File: config.mk
export PLATFORM = sky130hd
export DESIGN_NAME = store_trace_fifo
export DESIGN_NICKNAME = d
export VERILOG_FILES = /design/src/rtl/store_trace_pkg.sv /design/src/rtl/store_trace_mem.sv /design/src/rtl/store_trace_fifo.sv
export SDC_FILE = /design/constraint.sdc
export NUM_CORES = 1
export LEC_CHECK = 0
export BUFFER_PORTS_ARGS = -buffer_cell sky130_fd_sc_hd__buf_2
export CAP_MARGIN = 10
export CORE_ASPECT_RATIO = 0.6
export CORE_UTILIZATION = 50
export DETAILED_ROUTE_END_ITERATION = 6
export GPL_TIMING_DRIVEN = 0
export HOLD_SLACK_MARGIN = 0.08
export PLACE_DENSITY_LB_ADDON = 0.1
export SLEW_MARGIN = 20
export SYNTH_ARGS = -nofsm -noshare
export SYNTH_HDL_FRONTEND = slang
export SYNTH_SLANG_ARGS = --single-unit
File: constraint.sdc
create_clock -name clk -period 7.8 [get_ports clk]
set_clock_uncertainty 0.15 [all_clocks]
set_input_delay 0.39 -clock clk [delete_from_list [all_inputs] [get_ports clk]]
set_output_delay 0.39 -clock clk [all_outputs]
set_load 0.01 [all_outputs]
File: src/rtl/store_trace_pkg.sv
// Shared types and defaults for the store-trace capture FIFO.
// STORE_TRACE_TIMESTAMP_EN adds a 32-bit timestamp field to each entry.
package store_trace_pkg;

    localparam int DEPTH_DEF  = 16;
    localparam int DROP_W_DEF = 16;

    typedef struct packed {
        logic [31:0] adr;
        logic [31:0] data;
        logic [31:0] pc;
`ifdef STORE_TRACE_TIMESTAMP_EN
        logic [31:0] ts;
`endif
    } trace_entry_t;

endpackage

File: src/rtl/store_trace_mem.sv
// Entry storage: DEPTH x trace_entry_t registers, one write port and one
// asynchronous read port. Contents are deliberately left unreset.
module store_trace_mem
    import store_trace_pkg::*;
#(
    parameter int DEPTH = DEPTH_DEF,
    localparam int AW   = $clog2(DEPTH)
) (
    input  logic         clk,
    input  logic         we,
    input  logic [AW-1:0] waddr,
    input  trace_entry_t wdata,
    input  logic [AW-1:0] raddr,
    output trace_entry_t rdata
);

    trace_entry_t mem [DEPTH];

    // Write the captured store into its slot.
    always_ff @(posedge clk) begin
        if (we) mem[waddr] <= wdata;
    end

    assign rdata = mem[raddr];

endmodule

File: src/rtl/store_trace_fifo.sv
// Store-trace capture FIFO: snoops core stores (MemWrite && enable) into a
// first-word-fall-through queue drained over valid/ready. Full-FIFO stores
// are dropped and counted. Never back-pressures the core.
// Optional: STORE_TRACE_TIMESTAMP_EN stamps each entry with a cycle counter.
module store_trace_fifo
    import store_trace_pkg::*;
#(
    parameter int DEPTH  = DEPTH_DEF,
    parameter int DROP_W = DROP_W_DEF,
    localparam int AW    = $clog2(DEPTH),
    localparam int CW    = $clog2(DEPTH) + 1
) (
    input  logic              clk,
    input  logic              reset,
    input  logic              MemWrite,
    input  logic [31:0]       Adr,
    input  logic [31:0]       WriteData,
    input  logic [31:0]       PC,
    input  logic              enable,
    input  logic              clear,
    output logic              trace_valid,
    input  logic              trace_ready,
    output logic [31:0]       trace_adr,
    output logic [31:0]       trace_data,
    output logic [31:0]       trace_pc,
    output logic [31:0]       trace_ts,
    output logic [CW-1:0]     count,
    output logic              overflow,
    output logic [DROP_W-1:0] drop_count
);

    logic [AW-1:0] wr_ptr, rd_ptr;
    logic          push_req, full, pop, push, drop;
    trace_entry_t  wentry, head;

    assign full     = (count == CW'(DEPTH));
    // Valid comes from registered occupancy only, never from trace_ready.
    assign trace_valid = (count != '0);
    assign push_req = MemWrite && enable;
    assign pop      = trace_valid && trace_ready;
    // A full FIFO still accepts a store when the head leaves the same cycle.
    assign push     = push_req && (!full || pop);
    assign drop     = push_req && full && !pop;

`ifdef STORE_TRACE_TIMESTAMP_EN
    logic [31:0] ts_cnt;

    // Free-running cycle counter; only reset clears it, never `clear`.
    always_ff @(posedge clk or negedge reset) begin
        if (!reset) ts_cnt <= '0;
        else        ts_cnt <= ts_cnt + 32'd1;
    end

    assign wentry   = '{adr: Adr, data: WriteData, pc: PC, ts: ts_cnt};
    assign trace_ts = trace_valid ? head.ts : '0;
`else
    assign wentry   = '{adr: Adr, data: WriteData, pc: PC};
    assign trace_ts = '0;
`endif

    store_trace_mem #(.DEPTH(DEPTH)) u_mem (
        .clk   (clk),
        .we    (push && !clear),
        .waddr (wr_ptr),
        .wdata (wentry),
        .raddr (rd_ptr),
        .rdata (head)
    );

    // Payload is masked while empty so it reads 0 out of reset and stays
    // stable, regardless of the unreset storage contents.
    assign trace_adr  = trace_valid ? head.adr  : '0;
    assign trace_data = trace_valid ? head.data : '0;
    assign trace_pc   = trace_valid ? head.pc   : '0;

    // Pointer, occupancy and drop bookkeeping; clear outranks push/pop.
    always_ff @(posedge clk or negedge reset) begin
        if (!reset) begin
            wr_ptr     <= '0;
            rd_ptr     <= '0;
            count      <= '0;
            overflow   <= 1'b0;
            drop_count <= '0;
        end else if (clear) begin
            wr_ptr     <= '0;
            rd_ptr     <= '0;
            count      <= '0;
            overflow   <= 1'b0;
            drop_count <= '0;
        end else begin
            if (push) wr_ptr <= wr_ptr + AW'(1);
            if (pop)  rd_ptr <= rd_ptr + AW'(1);
            case ({push, pop})
                2'b10:   count <= count + CW'(1);
                2'b01:   count <= count - CW'(1);
                default: count <= count;
            endcase
            if (drop) begin
                overflow <= 1'b1;
                if (drop_count != '1) drop_count <= drop_count + DROP_W'(1);
            end
        end
    end

endmodule
==> results of run 1 <==
==> placed cells by master, fill, tap and decap left out, types with 18 or more instances in the layout <==
master | synthesis | routed
clkbuf_1 | 71 | 96
nor2_1 | 42 | 26
buf_1 | 20 | 18
buf_12 | 0 | 59
conb_1 | 1 | 32
mux4_2 | 384 | 384
o22ai_1 | 96 | 96
edfxtp_1 | 1536 | 1536
mux2i_1 | 196 | 196
dfrtp_1 | 30 | 30
dlygate4sd3_1 | 0 | 100
buf_4 | 32 | 32
clkbuf_16 | 0 | 150
clkinv_1 | 0 | 26
buf_16 | 0 | 42
buf_2 | 46 | 266
clkinv_2 | 0 | 30
==> registers in the layout (all words and copies together), names as in the netlist <==
signal and count:
rd_ptr 4, wr_ptr 4, count 5, u_mem.mem 1536
overflow 1, drop_count 16
==> layer usage <==
layer  global-route usage, %  share of wire [%]
met5                       0             0.0067
met4                    6.76                2.1
met3                    3.63                6.7
met2                    39.6                 48
met1                    36.3                 43
==> worst max-delay path, stage by stage, from the launching register on <==
cell      delay (ns)
dfrtp_1         0.37
clkbuf_1        0.59
clkbuf_1        0.89
buf_1           0.85
mux4_2          0.36
mux2i_1         0.08
o22ai_1         0.50
buf_2           0.24
==> cells in the mapped netlist (4+ instances only) <==
cell and n:
nand4_1 7, buf_1 20, clkbuf_1 71, xnor2_1 4, ha_1 8, mux2i_1 196, dfrtp_1 30, xor2_1 12
mux4_2 384, a21oi_1 6, inv_1 5, buf_4 32, or4_1 4, nor3_1 7, o22ai_1 96, nand3_1 8
nand2_1 17, o21ai_0 5, buf_2 46, nor2_1 42, edfxtp_1 1536
==> path summary, 6_finish.rpt <==
kind	to	slack [ns]	depth (start not counted)
max	trace_pc[31]	2.60	7
min	drop_count[8]	0.22	6
max reg2reg	u_mem.mem[3][62]	4.24	9
min reg2reg	overflow	0.35	2
max in group asynchronous	count[1]	6.73	4
min in group asynchronous	rd_ptr[1]	0.59	4
==> cell type report <==
class                   count  area, um2
well taps                1584       1980
fillers                  8307      46500
flip-flops and latches   1566      46900
repair buffers            423       4470
multi-input cells         869      12500
plain buffers             170        831
diodes                      2       5.00
clock inverters            78        719
inverters                   5       18.8
clock buffers             179       3860
==> power groups by stage <==
stage               Sequential (mW)  Clock (mW)  Combinational [mW]
global route                   9.31        7.38                4.61
CTS                            9.31        7.07                4.41
detailed placement             9.49           0                4.35
floorplan                      9.50           0                2.73
global placement               9.50           0                4.26
finish                         9.31        6.96                4.32
==> cells by family after synthesis <==
family                     synth area share (%)
DFF                                        78.2
muxes                                      17.7
buffers and inverters                      1.40
AOI/OAI and AO/OA                          1.31
and+or+nand+nor                           0.942
xor gates and xnor gates                  0.234
adders and majority gates                 0.167
other                                   0.00626
==> metrics by stage <==
step           worst slack (ns)  util (%)  hold WS, ns  power [mW]
2_1_floorplan              1.74         -      -0.0556        12.2
3_3_place_gp              -4.38      53.6        0.313        13.8
3_5_place_dp               3.48      55.7        0.333        13.8
4_1_cts                    2.61      60.5        0.122        20.8
5_1_grt                    2.50      60.5        0.238        21.3
6_report                   2.60      60.5        0.224        20.6
==> results.py, run 1 <==
metrics = {
    "cts": {
        "postCtsHoldBufs": 101,
        "clk_pin_slew_ns": 0.06,
        "h-tree-depth": 4,
        "cts-root-buf": "clkbuf_16",
        "cts_tree": "done",
        "insertion_delay_ns": 0.75,
        "cts_buffer_depth": 3,
        "cts_setup_buffers": 0,
        "cts.sinks": 1566,
        "ctsResizeCount": 0,
        "cts_buffers": 142,
    },
    "place": {
        "dp_hpwl_um": 94900,
        "port_buffers": 220,
        "gp_congestion": 0.758,
        "placed_cell_area_um2": 65600,
        "dpl.cell_count": 4516,
    },
    "critical_path": {
        "critPathMaxFanout": 10,
        "cp_data_arrival_time_ns": 4.66,
        "start_kind": "flop",
        "cp-startpoint": "rd_ptr[1]",
        "path_class": "flop to output port",
        "cp.required_ns": 7.26,
        "crit_path_end_kind": "output port",
        "r2r-start": "count[2]",
    },
    "yosys": {
        "synth_area_um2": 59900,
        "ys_types": 53,
        "async_flop_share_pct": 1.92,
        "synth-seq-area-share_pct": 78.2,
        "ys_ff_latch": 1566,
        "yosys_warnings": 0,
        "syn_inst": 2579,
        "synth_edf_count": 1536,
        "synth_ff_type": "edfxtp_1",
        "yosysTopAreaCellShare_pct": 77.0,
        "syn_area_per_cell_um2": 23.2,
        "synthTopCellsByArea": "edfxtp_1 (77%), mux4_2 (14%), mux2i_1 (3.3%)",
        "synth_largest_area_cell": "edfxtp_1",
    },
    "global_routing": {
        "globalRouteOverflowTotal": 0,
        "grt_use_total_pct": 24.8,
        "grt_pass1_vias": 30100,
        "grt_pass1_wl_um": 214000,
        "antenna_found_initial": 6,
        "grt_max_degree": 31,
    },
    "die": {
        "die_h_um": 270,
        "row_count": 97,
        "io-pin-count": 253,
        "design.core.area_um2": 118000,
        "start_util_pct": 50.9,
        "die_w_um": 449,
        "die-area_um2": 121000,
    },
    "route": {
        "first_pass_iters": 5,
        "drt_wl_total_um": 149000,
        "drt-initial-drc-count": 3061,
        "ant_nets": 0,
        "drc": 0,
        "vias": 29400,
        "routedWlPerCell_um": 30.5,
        "routed_via_density": 6.03,
    },
    "timing": {
        "relSlewSlack_pct": 24.5,
        "fin_setup_tns_ns": 0,
        "finalCritPeriodShare_pct": 66.6,
        "finalSetupViolCount": 0,
        "fin_crit_ns": 5.20,
        "max_freq_mhz": 192,
        "rsz0062_at_grt": "no",
        "worstMarginPinSlew_ns": 1.13,
        "hold_viol": 0,
        "finalMaxSlewViolations": 0,
    },
    "worst_hold_path": {
        "hold_path_class": "input pin to flop",
        "hold_start": "enable",
    },
    "layout": {
        "fin_area_um2": 71200,
        "drive_above_1_share_pct": 30.9,
        "stdcell_count": 4876,
        "area_growth_pct": 18.8,
        "final_nets": 3287,
    },
    "pwr": {
        "p_sw_mw": 5.47,
        "clkPwrFrac_pct": 33.8,
        "p_seq_share_pct": 45.2,
        "vdd_drop_max_uv": 232,
        "p_leak_nw": 22.3,
        "power_density_nw_per_um2": 289,
        "swShare_pct": 26.5,
        "power_frac_comb_pct": 21.0,
        "internal-power_mw": 15.1,
    },
    "outcome": {
        "status": "finished, final reports clean",
    },
    "run": {
        "maxCapViolCount": 0,
    },
}
Power figures use the tool's default switching activity.
==> inputs of run 2 (changes only) <==
==> constraint.sdc (replaced) <==
create_clock -name clk -period 5.1 [get_ports clk]
set_clock_uncertainty 0.15 [all_clocks]
set_input_delay 0.255 -clock clk [delete_from_list [all_inputs] [get_ports clk]]
set_output_delay 0.255 -clock clk [all_outputs]
set_load 0.01 [all_outputs]
==> results.py, run 2 (synthesis gave the netlist of run 1 again) <==
metrics = {
    "outcome": {
        "status": "finished, final reports clean",
    },
    "pwr": {
        "vdd_drop_max_uv": 343,
        "power_frac_comb_pct": 21.2,
        "clkPwrFrac_pct": 33.3,
        "power_density_nw_per_um2": 441,
        "p_sw_mw": 8.36,
        "swShare_pct": 26.7,
        "p_leak_nw": 22.2,
        "internal-power_mw": 22.9,
        "p_seq_share_pct": 45.6,
    },
    "cts": {
        "cts-root-buf": "clkbuf_16",
        "h-tree-depth": 4,
        "clk_pin_slew_ns": 0.07,
        "cts_tree": "done",
        "cts_setup_buffers": 0,
        "cts_buffers": 142,
        "cts_buffer_depth": 3,
        "cts.sinks": 1566,
        "insertion_delay_ns": 0.76,
    },
    "global_routing": {
        "globalRouteOverflowTotal": 0,
        "antenna_found_initial": 4,
        "grt_use_total_pct": 24.8,
        "grt_pass1_wl_um": 213000,
        "grt_max_degree": 31,
        "grt_pass1_vias": 29900,
    },
    "layout": {
        "drive_above_1_share_pct": 30.7,
        "layout_common_cells": "edfxtp_1 (1536), mux4_2 (384), buf_2 (267)",
        "fillers": 8278,
        "final_common_cell": "edfxtp_1",
        "area_growth_pct": 18.3,
        "top_regs": "u_mem.mem: 1536 flops, drop_count: 16 flops, count: 5 flops",
        "regMostFlops": "u_mem.mem",
        "fin_area_um2": 70900,
        "largest_reg_flops": 1536,
        "final_nets": 3288,
    },
    "critical_path": {
        "path_class": "flop to output port",
        "r2r-end": "count[3]",
        "rr_worst_depth": 8,
        "endpoint": "trace_data[31]",
        "cp.required_ns": 4.70,
        "timing.reg2reg.setup_slack_ns": 1.64,
        "critPathMaxFanout": 10,
        "cp-startpoint": "rd_ptr[1]",
        "r2r-start": "count[1]",
        "crit_path_end_kind": "output port",
        "cp_data_arrival_time_ns": 4.59,
        "start_kind": "flop",
    },
    "place": {
        "dp_hpwl_um": 94300,
        "placed_cell_area_um2": 65300,
        "port_buffers": 220,
        "pre_cts_slack_ns": 0.842,
        "gp_congestion": 0.742,
    },
    "timing": {
        "finalCritPeriodShare_pct": 97.9,
        "relSlewSlack_pct": 21.2,
        "rsz0062_at_grt": "no",
        "max_freq_mhz": 200,
        "worstMarginPinSlew_ns": 1.18,
        "finalMaxSlewViolations": 0,
        "fin_crit_ns": 4.99,
        "hold_viol": 0,
        "fin_setup_tns_ns": 0,
        "setup_slack_ns": 0.107,
        "finalSetupViolCount": 0,
        "whs_ns": 0.263,
    },
    "route": {
        "vias": 29100,
        "drt-initial-drc-count": 3246,
        "routedWlPerCell_um": 30.5,
        "drc": 0,
        "first_pass_iters": 7,
        "ant_nets": 0,
        "routed_via_density": 5.98,
        "drt_wl_total_um": 149000,
    },
    "die": {
        "die_w_um": 449,
        "start_util_pct": 50.9,
        "die_h_um": 270,
        "die-area_um2": 121000,
        "design.core.area_um2": 118000,
        "row_count": 97,
        "io-pin-count": 253,
    },
    "run": {
        "maxCapViolCount": 0,
    },
    "worst_hold_path": {
        "hold_path_class": "input pin to flop",
    },
}
[run 2: worst min-delay path by stage]
stage / from / to / slack [ns] / cells after the start
4_1_cts: Adr[23] / u_mem.mem[0][87] / 0.21 / 2
3_3_place_gp: reset / drop_count[5] / 0.18 / 1
5_1_grt: WriteData[11] / u_mem.mem[1][43] / 0.25 / 2
2_1_floorplan: reset / count[0] / -0.19 / 0
6_report: WriteData[0] / u_mem.mem[15][32] / 0.26 / 2
3_5_place_dp: reset / drop_count[5] / 0.20 / 1
[run 2: area by class of cell]
class | count | area (um2) | share of cell area, %
Clock inverter | 79 | 596 | 0.840
Clock buffer | 175 | 3870 | 5.45
Multi-Input combinational cell | 869 | 12500 | 17.6
Buffer | 170 | 832 | 1.17
Sequential cell | 1566 | 46900 | 66.1
Timing Repair Buffer | 424 | 4280 | 6.03
Tap cell | 1584 | 1980 | 2.80
Antenna cell | 2 | 5.00 | 0.00706
Inverter | 5 | 18.8 | 0.0265
[run 2: stage by stage]
step	instances	utilization [%]	power, mW
global placement	4414	53.6	21.0
global route	4874	60.2	32.4
finish	4874	60.2	31.3
CTS	4871	60.2	31.6
detailed placement	4511	55.5	21.2
floorplan	2610	-	18.7
[run 2: layer usage]
layer,part of all wire [%],up-vias,global-route usage (%)
li1,-,12200,-
met1,44,15700,36.5
met2,48,1113,39.0
met3,6.7,162,4.08
met4,1.9,0,6.43
met5,0,-,0
[run 2: power groups by stage]
stage          sequential [mW]  clock [mW]  combinational [mW]
6_report                  14.2        10.4                6.61
5_1_grt                   14.2        11.1                7.05
2_1_floorplan             14.5           0                4.18
3_5_place_dp              14.5           0                6.64
4_1_cts                   14.2        10.6                6.75
3_3_place_gp              14.5           0                6.52
[run 2: critical path: stages, from the launching register on]
cell	delay (ns)
dfrtp_1	0.37
clkbuf_1	0.63
clkbuf_1	0.76
buf_1	0.82
mux4_2	0.37
mux2i_1	0.07
o22ai_1	0.54
buf_2	0.25
[run 2: timing repair]
item / 4_1_cts / 5_1_grt
hold buffers: 106 / 0
setup endpoints to repair: 1 / 0
hold endpoints to repair: 1586 / 0
resized for setup: 1 / 0
==> inputs of run 3 (changes only) <==
==> constraint.sdc (replaced) <==
create_clock -name clk -period 6.3 [get_ports clk]
set_clock_uncertainty 0.15 [all_clocks]
set_input_delay 0.315 -clock clk [delete_from_list [all_inputs] [get_ports clk]]
set_output_delay 0.315 -clock clk [all_outputs]
set_load 0.01 [all_outputs]
==> results.py, run 3 (synthesis gave the netlist of run 1 again) <==
metrics = {
    "die": {
        "design.core.area_um2": 118000,
        "start_util_pct": 50.9,
        "die_h_um": 270,
        "row_count": 97,
        "die_w_um": 449,
        "die-area_um2": 121000,
        "io-pin-count": 253,
    },
    "layout": {
        "fin_util_pct": 60.5,
        "largest_reg_flops": 1536,
        "final_nets": 3289,
        "drive_above_1_share_pct": 30.9,
        "layout_common_cells": "edfxtp_1 (1536), mux4_2 (384), buf_2 (266)",
        "final_common_cell": "edfxtp_1",
        "regMostFlops": "u_mem.mem",
        "fin_area_um2": 71200,
        "top_regs": "u_mem.mem: 1536 flops, drop_count: 16 flops, count: 5 flops",
        "area_growth_pct": 18.9,
    },
    "place": {
        "gp_congestion": 0.758,
        "port_buffers": 220,
        "pre_cts_slack_ns": 2.05,
        "placed_cell_area_um2": 65600,
        "dp_hpwl_um": 94900,
    },
    "cts": {
        "cts_buffers": 142,
        "cts-root-buf": "clkbuf_16",
        "cts_buffer_depth": 3,
        "cts.sinks": 1566,
        "h-tree-depth": 4,
        "cts_tree": "done",
        "ctsResizeCount": 0,
        "clk_pin_slew_ns": 0.06,
        "insertion_delay_ns": 0.75,
    },
    "timing": {
        "rsz0062_at_grt": "no",
        "worstMarginPinSlew_ns": 1.15,
        "finalCritPeriodShare_pct": 81.4,
        "finalSetupViolCount": 0,
        "finalMaxSlewViolations": 0,
        "whs_ns": 0.319,
        "max_freq_mhz": 195,
        "setup_slack_ns": 1.17,
        "fin_crit_ns": 5.13,
        "relSlewSlack_pct": 23.6,
        "hold_viol": 0,
    },
    "critical_path": {
        "start_kind": "flop",
        "rr_worst_depth": 9,
        "critPathMaxFanout": 10,
        "cp_slowest_stage_delay_ns": 0.89,
        "path_depth": 7,
        "cp.required_ns": 5.83,
        "crit_top_cell": "clkbuf_1",
        "cp_data_arrival_time_ns": 4.66,
        "path_cells": "clkbuf_1 -> clkbuf_1 -> buf_1 -> mux4_2 -> mux2i_1 -> o22ai_1 -> buf_2",
        "crit_path_end_kind": "output port",
        "path_class": "flop to output port",
        "slowest_stage": "clkbuf_1",
        "critical-path-top-delay-family": "buffers and inverters",
        "crit_buf_inv": 4,
    },
    "pwr": {
        "swShare_pct": 26.6,
        "power_density_nw_per_um2": 358,
        "p_leak_nw": 22.3,
        "vdd_drop_max_uv": 287,
        "p_sw_mw": 6.78,
        "p_seq_share_pct": 45.2,
        "internal-power_mw": 18.7,
        "finalPower_mw": 25.5,
        "power_frac_comb_pct": 21.0,
        "clkPwrFrac_pct": 33.8,
    },
    "route": {
        "drc": 0,
        "first_pass_iters": 5,
        "drt_wl_total_um": 149000,
        "ant_nets": 0,
        "routed_via_density": 6.00,
        "vias": 29300,
        "routedWlPerCell_um": 30.5,
        "drt-initial-drc-count": 3255,
    },
    "outcome": {
        "status": "finished, final reports clean",
    },
    "global_routing": {
        "grt_use_total_pct": 24.8,
        "globalRouteMet2Util_pct": 39.5,
        "grt-busiest-layer": "met2",
        "grt_use_met3_pct": 3.63,
        "grt_max_degree": 31,
        "globalRouteOverflowTotal": 0,
        "antenna_found_initial": 6,
        "grt_pass1_wl_um": 214000,
        "use_met1_pct": 36.3,
        "grt_pass1_vias": 30100,
    },
    "worst_hold_path": {
        "hold_path_class": "input pin to flop",
        "hold_depth": 2,
    },
    "run": {
        "maxCapViolCount": 0,
    },
}
==> run 3: changes by cell type in the layout (fill, tap and decap cells not counted), moves of 2 or more <==
cell / before / now
buf_12: 76 / 59
buf_16: 21 / 42
bufinv_16: 8 / 13
clkbuf_1: 89 / 96
clkbuf_8: 2 / 0
clkinv_1: 33 / 26
clkinv_2: 28 / 30
dlygate4sd3_1: 105 / 102
==> run 3: worst paths after layout <==
path / from / endpoint / slack [ns]
max reg2reg: count[2] / u_mem.mem[3][62] / 2.72
min: WriteData[22] / u_mem.mem[15][54] / 0.32
min reg2reg: overflow / overflow / 0.36
max in group asynchronous: reset / count[2] / 5.31
min in group asynchronous: reset / rd_ptr[1] / 0.51
max: rd_ptr[1] / trace_pc[31] / 1.17
==> run 3: per-stage QoR <==
stage	TNS, ns	std cells
after floorplan	0	2610
after global placement	-8534.79	4414
after detailed placement	0	4516
after CTS	0	4876
after global routing	0	4878
final	0	4878
==> run 3: per-layer routing <==
metal / routed length (um) / vias to the layer above
li1: - / 12200
met1: 64200 / 15800
met2: 71800 / 1118
met3: 9770 / 198
met4: 3120 / 2
met5: 10 / -
==> run 3: final cells by class <==
class                           count  area [um2]
Sequential cell                  1566       46900
Fill cell                        8302       46500
Multi-Input combinational cell    869       12500
Timing Repair Buffer              425        4490
Clock buffer                      179        3860
Tap cell                         1584        1980
Buffer                            170         831
Clock inverter                     78         719
Inverter                            5        18.8
Antenna cell                        2        5.00
==> run 3: worst register-to-register path, delay by kind of cell (launching register included) <==
kind	cells	cell delay, ns
buffers and inverters	5	1.15
AO/OA/AOI/OAI	1	0.17
flip-flops	1	0.51
AND/OR/NAND/NOR	3	1.29
==> run 3: power by group through the flow <==
stage	Combinational [mW]	Clock (mW)	Sequential (mW)
final	5.35	8.63	11.5
after CTS	5.46	8.76	11.5
after floorplan	3.38	0	11.8
after global routing	5.71	9.14	11.5
after global placement	5.28	0	11.8
after detailed placement	5.39	0	11.8
==> run 3: what timing repair did <==
| action | CTS | global route |
|---|---|---|
| endpoints found under the setup margin | 0 | 0 |
| setup buffers | 0 | 0 |
| endpoints found under the hold margin | 1579 | 0 |
| hold buffers | 103 | 0 |
